`src/rtl/crc_recv_if.sv`:
```
// Word-stream bundle between the CRC transmitter, crc_recv and its downstream sink.
// Handshakes: an upstream word moves when data_in_valid & in_ready, with no backpressure on the sender.
// A downstream word moves when data_out_valid & data_out_ready.
interface crc_recv_if #(
  parameter int DATA_WIDTH = 32
);
  logic [DATA_WIDTH-1:0] data_in;
  logic                  data_in_valid;
  logic                  in_ready;
  logic [DATA_WIDTH-1:0] data_out;
  logic                  data_out_valid;
  logic                  data_out_ready;
  logic                  data_out_last;
  logic                  crc_done;
  logic                  crc_ok;
  logic                  overrun;
  logic [15:0]           err_count;
  logic [1:0]            dbg_state;

  modport master (
    output data_in, data_in_valid, data_out_ready,
    input  in_ready, data_out, data_out_valid, data_out_last,
           crc_done, crc_ok, overrun, err_count, dbg_state
  );

  modport slave (
    input  data_in, data_in_valid, data_out_ready,
    output in_ready, data_out, data_out_valid, data_out_last,
           crc_done, crc_ok, overrun, err_count, dbg_state
  );
endinterface

```
`src/rtl/crc_recv.sv`:
```
// CRC-32 frame receiver: buffers FRAME_LEN payload words, checks the residue after the CRC word,
// and forwards the payload only for frames that pass.
module crc_recv #(
  parameter int          DATA_WIDTH = 32,
  parameter int          FRAME_LEN  = 4,
  parameter logic [31:0] CRC_POLY   = 32'h04C11DB7,
  parameter logic [31:0] CRC_INIT   = 32'hFFFFFFFF
) (
  input  logic     axis_aclk,
  input  logic     axis_aresetn,
  crc_recv_if.slave bus
);

  localparam int CW = $clog2(FRAME_LEN + 1);
  localparam int PW = (FRAME_LEN > 1) ? $clog2(FRAME_LEN) : 1;

  typedef enum logic [1:0] {
    S_RECV  = 2'd0,
    S_CHECK = 2'd1,
    S_DRAIN = 2'd2,
    S_DROP  = 2'd3
  } state_t;

  state_t                state_q, state_d;
  logic [CW-1:0]         cnt_q, cnt_d;
  logic [31:0]           crc_q, crc_d;
  logic [PW-1:0]         rd_ptr_q, rd_ptr_d;
  logic                  crc_ok_q, crc_ok_d;
  logic                  overrun_q, overrun_d;
  logic [15:0]           err_q, err_d;
  logic [DATA_WIDTH-1:0] mem_q [FRAME_LEN];

  logic                  in_ready_c;
  logic                  out_valid_c;
  logic                  out_last_c;
  logic                  done_c;
  logic                  residue_zero;
  logic                  wr_en;
  logic [PW-1:0]         wr_idx;

  // One word per beat, MSB first, shifted against the generator polynomial.
  function automatic logic [31:0] crc_step(input logic [31:0] c, input logic [DATA_WIDTH-1:0] d);
    logic [31:0] r;
    r = c;
    for (int i = DATA_WIDTH - 1; i >= 0; i--) begin
      if (r[31] ^ d[i]) r = {r[30:0], 1'b0} ^ CRC_POLY;
      else              r = {r[30:0], 1'b0};
    end
    return r;
  endfunction

  assign residue_zero = (crc_q == 32'd0);
  assign wr_idx       = cnt_q[PW-1:0];

  always_comb begin
    state_d     = state_q;
    cnt_d       = cnt_q;
    crc_d       = crc_q;
    rd_ptr_d    = rd_ptr_q;
    crc_ok_d    = crc_ok_q;
    err_d       = err_q;
    in_ready_c  = 1'b0;
    out_valid_c = 1'b0;
    out_last_c  = 1'b0;
    done_c      = 1'b0;
    wr_en       = 1'b0;

    case (state_q)
      S_RECV: begin
        in_ready_c = 1'b1;
        if (bus.data_in_valid) begin
          crc_d = crc_step(crc_q, bus.data_in);
          if (cnt_q == CW'(FRAME_LEN)) begin
            state_d = S_CHECK;
          end else begin
            cnt_d = cnt_q + CW'(1);
            wr_en = 1'b1;
          end
        end
      end
      S_CHECK: begin
        done_c   = 1'b1;
        crc_ok_d = residue_zero;
        cnt_d    = '0;
        crc_d    = CRC_INIT;
        if (residue_zero) begin
          state_d = S_DRAIN;
        end else begin
          state_d = S_DROP;
          if (err_q != 16'hFFFF) err_d = err_q + 16'd1;
        end
      end
      S_DRAIN: begin
        out_valid_c = 1'b1;
        out_last_c  = (rd_ptr_q == PW'(FRAME_LEN - 1));
        if (bus.data_out_ready) begin
          if (out_last_c) begin
            rd_ptr_d = '0;
            state_d  = S_RECV;
          end else begin
            rd_ptr_d = rd_ptr_q + PW'(1);
          end
        end
      end
      S_DROP: begin
        rd_ptr_d = '0;
        state_d  = S_RECV;
      end
      default: state_d = S_RECV;
    endcase

    // Words offered while busy are lost; alignment restarts at the next accepted word.
    overrun_d = overrun_q | (bus.data_in_valid & ~in_ready_c);
  end

  always_ff @(posedge axis_aclk or posedge axis_aresetn) begin
    if (axis_aresetn) begin
      state_q   <= S_RECV;
      cnt_q     <= '0;
      crc_q     <= CRC_INIT;
      rd_ptr_q  <= '0;
      crc_ok_q  <= 1'b0;
      overrun_q <= 1'b0;
      err_q     <= '0;
    end else begin
      state_q   <= state_d;
      cnt_q     <= cnt_d;
      crc_q     <= crc_d;
      rd_ptr_q  <= rd_ptr_d;
      crc_ok_q  <= crc_ok_d;
      overrun_q <= overrun_d;
      err_q     <= err_d;
    end
  end

  // Payload storage needs no reset: it is only observable while draining a freshly written frame.
  always_ff @(posedge axis_aclk) begin
    if (wr_en) mem_q[wr_idx] <= bus.data_in;
  end

  assign bus.in_ready       = in_ready_c;
  assign bus.data_out_valid = out_valid_c;
  assign bus.data_out_last  = out_last_c;
  assign bus.data_out       = (state_q == S_DRAIN) ? mem_q[rd_ptr_q] : '0;
  assign bus.crc_done       = done_c;
  assign bus.crc_ok         = done_c ? residue_zero : crc_ok_q;
  assign bus.overrun        = overrun_q;
  assign bus.err_count      = err_q;
  assign bus.dbg_state      = state_q;

endmodule

```
`src/flat_wrapper.sv`:
```
// flat-port wrapper written by rule: the top's interface ports become plain ports
module crc_recv_flat 
#(
  parameter int          DATA_WIDTH = 32,
  parameter int          FRAME_LEN  = 4,
  parameter logic [31:0] CRC_POLY   = 32'h04C11DB7,
  parameter logic [31:0] CRC_INIT   = 32'hFFFFFFFF
)
  (axis_aclk, axis_aresetn, bus_data_in, bus_data_in_valid, bus_data_out_ready, bus_in_ready, bus_data_out, bus_data_out_valid, bus_data_out_last, bus_crc_done, bus_crc_ok, bus_overrun, bus_err_count, bus_dbg_state);
  crc_recv_if #(.DATA_WIDTH(DATA_WIDTH)) bus_i ();
  input  logic axis_aclk;
  input  logic axis_aresetn;
  input wire logic [$bits(bus_i.data_in)-1:0] bus_data_in;
  input wire logic [$bits(bus_i.data_in_valid)-1:0] bus_data_in_valid;
  input wire logic [$bits(bus_i.data_out_ready)-1:0] bus_data_out_ready;
  output wire logic [$bits(bus_i.in_ready)-1:0] bus_in_ready;
  output wire logic [$bits(bus_i.data_out)-1:0] bus_data_out;
  output wire logic [$bits(bus_i.data_out_valid)-1:0] bus_data_out_valid;
  output wire logic [$bits(bus_i.data_out_last)-1:0] bus_data_out_last;
  output wire logic [$bits(bus_i.crc_done)-1:0] bus_crc_done;
  output wire logic [$bits(bus_i.crc_ok)-1:0] bus_crc_ok;
  output wire logic [$bits(bus_i.overrun)-1:0] bus_overrun;
  output wire logic [$bits(bus_i.err_count)-1:0] bus_err_count;
  output wire logic [$bits(bus_i.dbg_state)-1:0] bus_dbg_state;
  assign bus_i.data_in = bus_data_in;
  assign bus_i.data_in_valid = bus_data_in_valid;
  assign bus_i.data_out_ready = bus_data_out_ready;
  assign bus_in_ready = bus_i.in_ready;
  assign bus_data_out = bus_i.data_out;
  assign bus_data_out_valid = bus_i.data_out_valid;
  assign bus_data_out_last = bus_i.data_out_last;
  assign bus_crc_done = bus_i.crc_done;
  assign bus_crc_ok = bus_i.crc_ok;
  assign bus_overrun = bus_i.overrun;
  assign bus_err_count = bus_i.err_count;
  assign bus_dbg_state = bus_i.dbg_state;
  crc_recv #(.DATA_WIDTH(DATA_WIDTH), .FRAME_LEN(FRAME_LEN), .CRC_POLY(CRC_POLY), .CRC_INIT(CRC_INIT)) u_core (.axis_aclk(axis_aclk), .axis_aresetn(axis_aresetn), .bus(bus_i));
endmodule
```
`config.mk`:
```
export PLATFORM = sky130hd
export DESIGN_NAME = crc_recv_flat
export DESIGN_NICKNAME = d
export VERILOG_FILES = /design/src/rtl/crc_recv_if.sv /design/src/rtl/crc_recv.sv /design/src/flat_wrapper.sv
export SDC_FILE = /design/constraint.sdc
export NUM_CORES = 1
export LEC_CHECK = 0
export BUFFER_PORTS_ARGS = -buffer_cell sky130_fd_sc_hd__buf_2
export CAP_MARGIN = 20
export CELL_PAD_IN_SITES_DETAIL_PLACEMENT = 1
export CELL_PAD_IN_SITES_GLOBAL_PLACEMENT = 1
export CORE_MARGIN = 3
export CORE_UTILIZATION = 46
export DETAILED_ROUTE_END_ITERATION = 10
export PLACE_DENSITY_LB_ADDON = 0.1
export RECOVER_POWER = 50
export SLEW_MARGIN = 20
export SYNTH_ARGS = -nofsm -noshare
export SYNTH_HDL_FRONTEND = slang
export SYNTH_SLANG_ARGS = --single-unit
export TNS_END_PERCENT = 30
```
`constraint.sdc`:
```
create_clock -name axis_aclk -period 3.6 [get_ports axis_aclk]
set_input_delay 0.18 -clock axis_aclk [delete_from_list [all_inputs] [get_ports axis_aclk]]
set_output_delay 0.18 -clock axis_aclk [all_outputs]
set_load 0.1 [all_outputs]
```
==> results.md <==
- CTS H-Tree Depth: 4
- Violated checks: negative setup slack
- Post-synth cell types: 42
- CP bufs+invs: 2
- Residual DRC: 0
- Finished Layout Cells: 1219
- Layout overhead on the synthesized area: 27.3%
- Worst-Margin Slew: 1.46 ns
- DP Cell Count: 1137
- Crit path max fanout: 7
- Max Clk Rate: 268 MHz
- Vias per std cell: 5.47
- DRT Pass-1 Iters: 5
- Post-DRT Antenna Nets: 0
- Prevailing post-synth register cell: edfxtp_1
- Total Wirelength: 30400 um
- Hold Crit Start: bus_data_in_valid
- Startpoint types: flop
- Nets@finish: 968
- Final design utilization: 0.602
- Crit share post-route: 1.04
- Post-Syn Area per Cell: 14.9 sq um
- Initial antenna violation count: 0
- Initial DRC count: 536
- DIE AREA: 24500 sq um
- CTS root buffer: clkbuf_16
- Max Cap Viol: 0
- Vias in the first global route: 7082
- First-pass GRT wire length: 44400 um
- Critical Path Max Stage Delay: 0.65 ns
- # fillers: 2161
- Worst path cell trace: xnor2_4 > buf_12 > xnor3_2 > xnor2_2 > buf_4 > xor2_4 > xnor2_2 > xnor3_2 > xor3_2 > xnor2_2 > a21oi_2
- Number of CTS-inserted buffers: 17
- Critical path arrival: 4.13 ns
- Synthesized area: 10400 sq um
- Site Rows: 54
- Die width: 157 um
- Slew Limit Fails: 0
- RePlAce Congestion: 0.903
- Via Count: 6664
- WP depth: 11
- Commonest non-fill, non-tap cell in the layout: xnor2_1
- CTS tree: done
- Post-synthesis sequential area ratio: 0.510
- Final Hold Fails: 0
- Clock Sinks: 185
- FFs w/ async S/R, synth: 0.308
- RSZ-0062 raised after global routing: true
- PortBufs: 91
- Starting Density: 0.473
- Final setup vio count: 15
- DPL Wire Length: 21200 um
- I/O pins: 92
- CP top delay family: XOR/XNOR gates
- Gate Count Post-Synth: 699
- Clock latency on the worst-skew pair: 0.46 ns
- Most frequent CP cell: xnor2_2
- Overflow after GRT: 0
- Setup CP Type: reg -> reg
- Reg2reg end: u_core.crc_q[9]
- CP required: 3.99 ns
- Min Tclk post-route: 3.74 ns
- Core area: 22000 sq um
- Drt wl/cell: 25.0 um
- Setup TNS: -0.813 ns
- Worst Hold End: u_core.bus.overrun
- Largest net degree at the start of global routing: 37
- N_diodes: 0
- Fraction of layout cells with a size suffix above 1: 0.370
- EDFF count, synth: 128
- Rel. slew slack: 0.0284
- RR Startpoint: u_core.crc_q[27]
- Worst Hold Class: in -> reg
- Clock Tree Buf Depth: 2
- Clk slew on worst S/H paths: 0.08 ns
- R2r setup slk: -0.14 ns
- Post-Route Skew: 0.0169 ns
- Hold depth: 3
- Reg2Reg Depth: 11
- Synth Net Count: 741
- Setup crit end kind: flop
- Highest-count cells in the layout ignoring fill and taps: 145 x xnor2_1, 128 x edfxtp_1, 111 x buf_4, 47 x clkbuf_1, 45 x buf_2
- Pre-CTS setup slack: -0.130 ns
- Status: complete, but fails checks
- Yosys reg bits: 185
- Final worst slack: -0.136 ns
- Tot GR Track Use: 0.246
- DIE HEIGHT: 157 um
- Ys Warns: 0
- Crit-path slowest cell: dfstp_2
-- registers in the layout, summed over array words and instances (netlist names) --
name and flops:
u_core.bus.dbg_state 2, u_core.bus.err_count 16, u_core.bus.overrun 1, u_core.cnt_q 3, u_core.crc_ok_q 1, u_core.crc_q 32
u_core.mem_q 128, u_core.rd_ptr_q 2
-- metal layers --
| layer | vias to the layer above | part of all wire | track usage |
|---|---|---|---|
| met4 | 0 | 0.022 | 0.0613 |
| met1 | 3511 | 0.43 | 0.340 |
| li1 | 2927 | - | - |
| met2 | 178 | 0.50 | 0.405 |
| met3 | 48 | 0.046 | 0.0467 |
| met5 | - | 0 | 0 |
-- cells by family after synthesis --
family	share of synthesized area
flops	0.510
buf+inv	0.00973
fa+ha+maj	0.00720
mux	0.0713
xor+xnor	0.319
simple gates	0.0566
compound gates	0.0268
-- metrics by stage --
| step | hold WS, ns | cell area [sq um] |
|---|---|---|
| 2_1_floorplan | 0.279 | 10400 |
| 3_3_place_gp | 0.367 | 11900 |
| 3_5_place_dp | 0.383 | 11900 |
| 4_1_cts | 0.00175 | 12800 |
| 5_1_grt | 0.0314 | 13300 |
| 6_report | 0.0319 | 13300 |
-- what timing repair did --
action,in CTS,in global routing
setup buffers,7,26
hold buffers,17,0
hold endpoints to repair,81,0
gates resized for setup,17,53
setup endpoints to repair,17,23
pin swaps,11,36
-- worst register-to-register path, stage by stage (launching register included) --
cell and delay [ns]:
dfstp_2 0.65, xnor2_4 0.18, buf_12 0.16, xnor3_2 0.50, xnor2_2 0.18, buf_4 0.18, xor2_4 0.19, xnor2_2 0.26
xnor3_2 0.56, xor3_2 0.50, xnor2_2 0.18, a21oi_2 0.12
-- cell type report --
type                            instances  area (sq um)  area share
Sequential cell                       185          5310       0.400
Inverter                                6          22.5     0.00170
Clock buffer                           17           425      0.0321
Clock inverter                         15           169      0.0127
Tap cell                              280           350      0.0264
Multi-Input combinational cell        487          5470       0.412
Timing Repair Buffer                  229          1520       0.115
-- synthesized netlist by cell type (4+ instances only) --
library cell,instances,area share
inv_1,6,0.0022
nand2_1,11,0.0040
xnor3_1,32,0.069
ha_1,6,0.0072
o21ai_0,6,0.0029
clkbuf_1,18,0.0065
edfxtp_1,128,0.37
xnor2_1,168,0.14
xor2_2,5,0.0078
xor2_1,52,0.044
dfstp_2,32,0.081
nand3_1,6,0.0029
nor4_1,8,0.0048
a21oi_1,30,0.014
xnor2_2,12,0.019
and3_1,9,0.0054
dfrtp_1,25,0.060
nor2_1,35,0.013
and2_1,35,0.021
mux4_2,32,0.069
xnor3_2,4,0.0091
o22a_1,4,0.0034
xor3_1,6,0.014
-- how the worst max path moves through the flow --
stage / to / startpoint
5_1_grt: u_core.crc_q[18] / bus_data_in[23]
6_report: u_core.crc_q[9] / u_core.crc_q[27]
4_1_cts: u_core.crc_q[13] / u_core.crc_q[27]
3_5_place_dp: u_core.crc_q[8] / u_core.crc_q[29]
2_1_floorplan: u_core.crc_q[13] / u_core.crc_q[31]
3_3_place_gp: u_core.crc_q[10] / u_core.crc_q[29]
Power is left out: the tool's default activity adds up to more than one toggle a clock period on the data nets, which glitch-free logic cannot reach.
